<file path="src/rtl/ciphertext_byte_streamer.sv">
// rtl/ciphertext_byte_streamer.sv - buffers 128-bit ciphertext blocks and streams them out as bytes
//
// Purpose:
//   Accepts whole 128-bit ciphertext blocks from the final-round stage into a small
//   block FIFO and serialises the head block as 16 bytes over a valid/ready byte
//   interface, byte 0 first. Optional completed-block counter under the
//   CT_STREAMER_STATS_EN macro.
//
// Ports:
//   clk          clock, all state on rising edge
//   rst_n        asynchronous active-low reset
//   flush        synchronous abort of all buffered and partial blocks
//   ct_valid     block valid from final-round stage
//   ct_ready     registered: a block can be accepted this cycle
//   ciphertext   [0:127] block, byte k = ciphertext[8k:8k+7]
//   out_valid    out_data holds a valid byte
//   out_ready    downstream accepts the byte
//   out_data     current byte, out_data[7] = ciphertext bit 8k
//   out_last     high with byte 15 of each block
//   blocks_sent  completed-block counter (CT_STREAMER_STATS_EN only)

module ciphertext_byte_streamer #(
  parameter int FIFO_DEPTH = 2,
  parameter int PTR_W      = 1
) (
  input  logic         clk,
  input  logic         rst_n,
  input  logic         flush,
  input  logic         ct_valid,
  output logic         ct_ready,
  input  logic [0:127] ciphertext,
  output logic         out_valid,
  input  logic         out_ready,
  output logic [7:0]   out_data,
  output logic         out_last
`ifdef CT_STREAMER_STATS_EN
  ,
  output logic [31:0]  blocks_sent
`endif
);

  localparam int CNT_W = PTR_W + 1;

  logic [CNT_W-1:0] count_q, count_d;
  logic [PTR_W-1:0] wr_ptr_q, wr_ptr_d;
  logic [PTR_W-1:0] rd_ptr_q, rd_ptr_d;
  logic [3:0]       byte_idx_q, byte_idx_d;
  logic             ct_ready_q, ct_ready_d;

  // Block storage; deliberately not reset, its contents are only visible via out_valid.
  logic [0:127] mem_q [FIFO_DEPTH];

  logic push;
  logic pop_byte;
  logic pop_block;

  assign push      = ct_valid & ct_ready_q;
  assign pop_byte  = out_valid & out_ready;
  assign pop_block = pop_byte & (byte_idx_q == 4'd15);

  always_comb begin
    count_d    = count_q;
    wr_ptr_d   = wr_ptr_q;
    rd_ptr_d   = rd_ptr_q;
    byte_idx_d = byte_idx_q;
    if (flush) begin
      // Flush wins over any push or pop presented on the same edge.
      count_d    = '0;
      wr_ptr_d   = '0;
      rd_ptr_d   = '0;
      byte_idx_d = '0;
    end else begin
      if (push) begin
        wr_ptr_d = wr_ptr_q + 1'b1;
      end
      if (pop_byte) begin
        // 4-bit index wraps 15 -> 0 on the final byte.
        byte_idx_d = byte_idx_q + 1'b1;
      end
      if (pop_block) begin
        rd_ptr_d = rd_ptr_q + 1'b1;
      end
      count_d = count_q + CNT_W'(push) - CNT_W'(pop_block);
    end
    // Looks at the post-edge occupancy so ct_ready never depends on out_ready combinationally.
    ct_ready_d = (count_d < CNT_W'(FIFO_DEPTH));
  end

  always_ff @(posedge clk or negedge rst_n) begin
    if (!rst_n) begin
      count_q    <= '0;
      wr_ptr_q   <= '0;
      rd_ptr_q   <= '0;
      byte_idx_q <= '0;
      ct_ready_q <= 1'b0;
    end else begin
      count_q    <= count_d;
      wr_ptr_q   <= wr_ptr_d;
      rd_ptr_q   <= rd_ptr_d;
      byte_idx_q <= byte_idx_d;
      ct_ready_q <= ct_ready_d;
    end
  end

  always_ff @(posedge clk) begin
    if (push && !flush) begin
      mem_q[wr_ptr_q] <= ciphertext;
    end
  end

  assign ct_ready  = ct_ready_q;
  assign out_valid = (count_q != '0);
  assign out_last  = (byte_idx_q == 4'd15);
  // Gated so the unreset storage never leaks onto out_data while the FIFO is empty.
  assign out_data  = out_valid ? mem_q[rd_ptr_q][{byte_idx_q, 3'b000} +: 8] : 8'h00;

`ifdef CT_STREAMER_STATS_EN
  logic [31:0] blocks_sent_q, blocks_sent_d;

  always_comb begin
    blocks_sent_d = blocks_sent_q;
    if (pop_block && !flush) begin
      blocks_sent_d = blocks_sent_q + 32'd1;
    end
  end

  always_ff @(posedge clk or negedge rst_n) begin
    if (!rst_n) begin
      blocks_sent_q <= '0;
    end else begin
      blocks_sent_q <= blocks_sent_d;
    end
  end

  assign blocks_sent = blocks_sent_q;
`endif

endmodule

</file>
<file path="config.mk">
export PLATFORM = sky130hd
export DESIGN_NAME = ciphertext_byte_streamer
export DESIGN_NICKNAME = d
export VERILOG_FILES = /design/src/rtl/ciphertext_byte_streamer.sv
export SDC_FILE = /design/constraint.sdc
export NUM_CORES = 1
export LEC_CHECK = 0
export CORE_ASPECT_RATIO = 0.5
export CORE_UTILIZATION = 54
export DETAILED_ROUTE_END_ITERATION = 6
export GPL_ROUTABILITY_DRIVEN = 1
export PLACE_DENSITY = 0.86
export REMOVE_ABC_BUFFERS = 1
export SLEW_MARGIN = 20
export SYNTH_ARGS = -nofsm -noshare
export SYNTH_HDL_FRONTEND = slang
export SYNTH_SLANG_ARGS = --single-unit
</file>
<file path="constraint.sdc">
create_clock -name clk -period 13.2 [get_ports clk]
set_clock_uncertainty 0.2 [all_clocks]
set_input_delay 3.96 -clock clk [delete_from_list [all_inputs] [get_ports clk]]
set_output_delay 3.96 -clock clk [all_outputs]
set_load 0.005 [all_outputs]
</file>
==> results.py <==
metrics = {
    "run_status": {
        "status": "completed",
    },
    "die": {
        "die_h_um": 99.32,
        "floorplan.die.width_um": 196.6,
        "initial_core_util_pct": 55.35,
        "rows": 35,
        "fp.coreArea_um2": 18480,
        "top_level_ports": 144,
        "dieArea_um2": 19530,
    },
    "layout": {
        "finish.net_count": 742,
        "final_util_pct": 68.94,
        "antenna-diode-count": 0,
        "stdcell_count": 882,
        "area.growth.synth_to_final_pct": 24.56,
        "drive_gt1_share_pct": 17.82,
    },
    "critical_path": {
        "crit_type": "reg -> out",
        "worstPathMaxFanout": 38,
        "worst_setup_path_start_kind": "register",
        "setup.worst_path.end_class": "primary output",
        "worst_ep_required_time_ns": 9.04,
        "cp.arrival_ns": 3.81,
    },
    "placement": {
        "placed_cells_incl_taps": 839,
        "port_buffers": 143,
        "gp_congestion": 0.7648,
        "dp.final_hpwl_um": 12490,
    },
    "global_route": {
        "via_count_of_the_first_global_routing_pass": 5287,
        "grt_start_max_net_pins": 74,
        "grt_remaining_overflow": 0,
        "grt_first_pass_wirelength_um": 29990,
        "grt_util_all_layers_pct": 20.80,
        "antenna_found_initial": 0,
    },
    "timing": {
        "worst-slew-pin-transition_ns": 1.018,
        "finalSetupViolations": 0,
        "post-route-min-period_ns": 7.965,
        "hold_viol": 0,
        "timing.slew.headroom_pct": 31.89,
        "max_freq_mhz": 125.5,
        "final-max-slew-violation-count": 0,
        "timing.final.crit_share_pct": 60.34,
        "rsz0062_at_grt": "false",
    },
    "pwr": {
        "cellLeakagePower_nw": 4.048,
        "pwr-share-seq_pct": 53.8,
        "power_density_nw_per_um2": 143.4,
        "power.switching_fraction_pct": 20.29,
        "comb_power_share_pct": 8.1,
        "power.net_switching_w": 0.0003707,
        "peakVddDrop_uv": 84.53,
        "power.clock.fraction_pct": 38.1,
        "power_report.internal_total_w": 0.001456,
    },
    "synthesis": {
        "syn_avg_cell_area_um2": 22.78,
        "synthDistinctLibCells": 32,
        "cell_count_after_synthesis": 449,
        "synth_area_leader_cell": "sky130_fd_sc_hd__edfxtp_1",
        "mappedNetlistArea_um2": 10230,
        "yosys_register_bits": 265,
        "yosys_top_cell_area_share_pct": 75.16,
        "yosysMostFrequentCell": "sky130_fd_sc_hd__edfxtp_1",
        "yosys_most_used_dff": "sky130_fd_sc_hd__edfxtp_1",
        "netlist_top_cells_area": "sky130_fd_sc_hd__edfxtp_1 (75%), sky130_fd_sc_hd__mux4_2 (13%), sky130_fd_sc_hd__dfrtp_1 (2.2%)",
        "synth_async_sr_flop_share_pct": 3.396,
        "synth-seq-area-share_pct": 77.36,
        "synth_commonest_cells": "sky130_fd_sc_hd__edfxtp_1 (256), sky130_fd_sc_hd__mux4_2 (58), sky130_fd_sc_hd__mux2i_1 (21)",
        "synthesis.yosys.warnings": 0,
        "synth_enable_flop_cells": 256,
    },
    "cts": {
        "tritoncts_buffers": 24,
        "cts_tree": "done",
        "clock-root-buffer": "sky130_fd_sc_hd__clkbuf_16",
        "cts.clk_slew.worst_paths_ns": 0.07,
        "cts_resized": 0,
        "insertion_delay_ns": 0.51,
        "h-tree-depth": 1,
        "clock_path_buffers": 3,
        "tritoncts_num_sinks": 265,
        "postCtsSetupBuffers": 0,
        "post_cts_hold_buffer_count": 0,
    },
    "routing": {
        "detail_routed_net_length_per_standard_cell_um": 22.39,
        "drt_first_pass_iters": 6,
        "drcViolationCount": 0,
        "drtIter0Drc": 379,
        "route.detailed.vias_per_inst": 5.654,
        "antenna_violating_nets_post_route": 0,
        "route.vias.total": 4987,
        "detailed_route_wire_length_um": 19750,
    },
    "worst_hold_path": {
        "min-delay-path-class": "reg -> reg",
    },
    "flow_run": {
        "maxCapViolCount": 0,
    },
}
[worst paths after layout]
check | startpoint | to | slack (ns) | cells after the start
setup reg to reg | byte_idx_q[1] | ct_ready | 10.23 | 10
max in group asynchronous | rst_n | rd_ptr_q | 8.91 | 1
setup / recovery | rd_ptr_q | out_data[0] | 5.23 | 6
hold / removal | wr_ptr_q | wr_ptr_q | 0.43 | 2
hold reg to reg | wr_ptr_q | wr_ptr_q | 0.43 | 2
min in group asynchronous | rst_n | wr_ptr_q | 3.55 | 1
[through the flow]
stage | worst slack [ns] | power, W | area, um2 | setup TNS, ns | hold slack [ns]
after global placement | 5.699 | 0.001142 | 11920 | 0 | 0.3546
after floorplan | -1.171 | 0.001077 | 10090 | -222.57 | 0.3193
after CTS | 5.147 | 0.001839 | 12740 | 0 | 0.4326
after detailed placement | 5.695 | 0.001149 | 11940 | 0 | 0.3842
after global routing | 4.936 | 0.001879 | 12740 | 0 | 0.4483
final | 5.235 | 0.001827 | 12740 | 0 | 0.4276
[sequential cells by signal (all words and copies together) (netlist names)]
name,count
mem_q,256
byte_idx_q,4
count_q,2
ct_ready,1
rd_ptr_q,1
wr_ptr_q,1
[layout make-up]
type / count / area [um2]
clock buffers: 28 / 636.9
clock inverters: 15 / 160.2
fillers: 1141 / 5739
inverters: 3 / 11.26
multi-input cells: 160 / 2178
flip-flops and latches: 265 / 7919
well taps: 259 / 324.1
repair buffers: 152 / 1511
[power groups by stage]
stage	clock network, W	logic [W]	registers (W)
floorplan	0	0.0000628	0.00101
global placement	0	0.000145	0.000997
detailed placement	0	0.000149	0.00100
CTS	0.000706	0.000150	0.000983
global route	0.000735	0.000158	0.000985
finish	0.000697	0.000148	0.000982
[layer usage]
metal / up-vias / global-route usage, % / share of wire [%]
li1: 2215 / - / -
met2: 139 / 35.79 / 52
met1: 2591 / 27.55 / 41
met3: 42 / 3.561 / 4.6
met4: 0 / 6.857 / 2.6
met5: - / 0 / 0
[critical path, cell delays in order (launching register included)]
cell                              delay (ns)
sky130_fd_sc_hd__dfrtp_4                0.80
sky130_fd_sc_hd__buf_4                  0.67
sky130_fd_sc_hd__mux4_1                 0.64
sky130_fd_sc_hd__a22oi_1                0.26
sky130_fd_sc_hd__o211ai_1               0.17
sky130_fd_sc_hd__and3_1                 0.25
sky130_fd_sc_hd__clkdlybuf4s50_1        0.44
[layout by cell type (no fill, tap or decap), drive strengths merged]
cell type        n
a21oi            6
a221o            3
a22oi            8
a31oi            3
and2             2
and3             6
buf              9
bufinv           3
clkbuf          28
clkdlybuf4s50  143
clkinv           9
clkinvlp         2
dfrtp            9
edfxtp         256
ha               3
inv              4
mux2             3
mux2i           21
mux4            64
nand2           11
nand2b           2
nand4            1
nor2             8
nor2b            4
nor3             1
nor3b            1
o211ai           5
o21a             1
xnor2            4
xor2             3
[logic make-up (layout without fill, tap and decap cells)]
logic type      Yosys count  after routing  synth area share [%]
compound gates           26             26                 1.798
xor+xnor                  7              7                0.5994
fa+ha+maj                 3              3                0.3670
buf+inv                  24            198                 1.443
flops                   265            265                 77.36
mux                      88             88                 16.70
simple gates             36             36                 1.737
(Power assumes the default switching activity.)
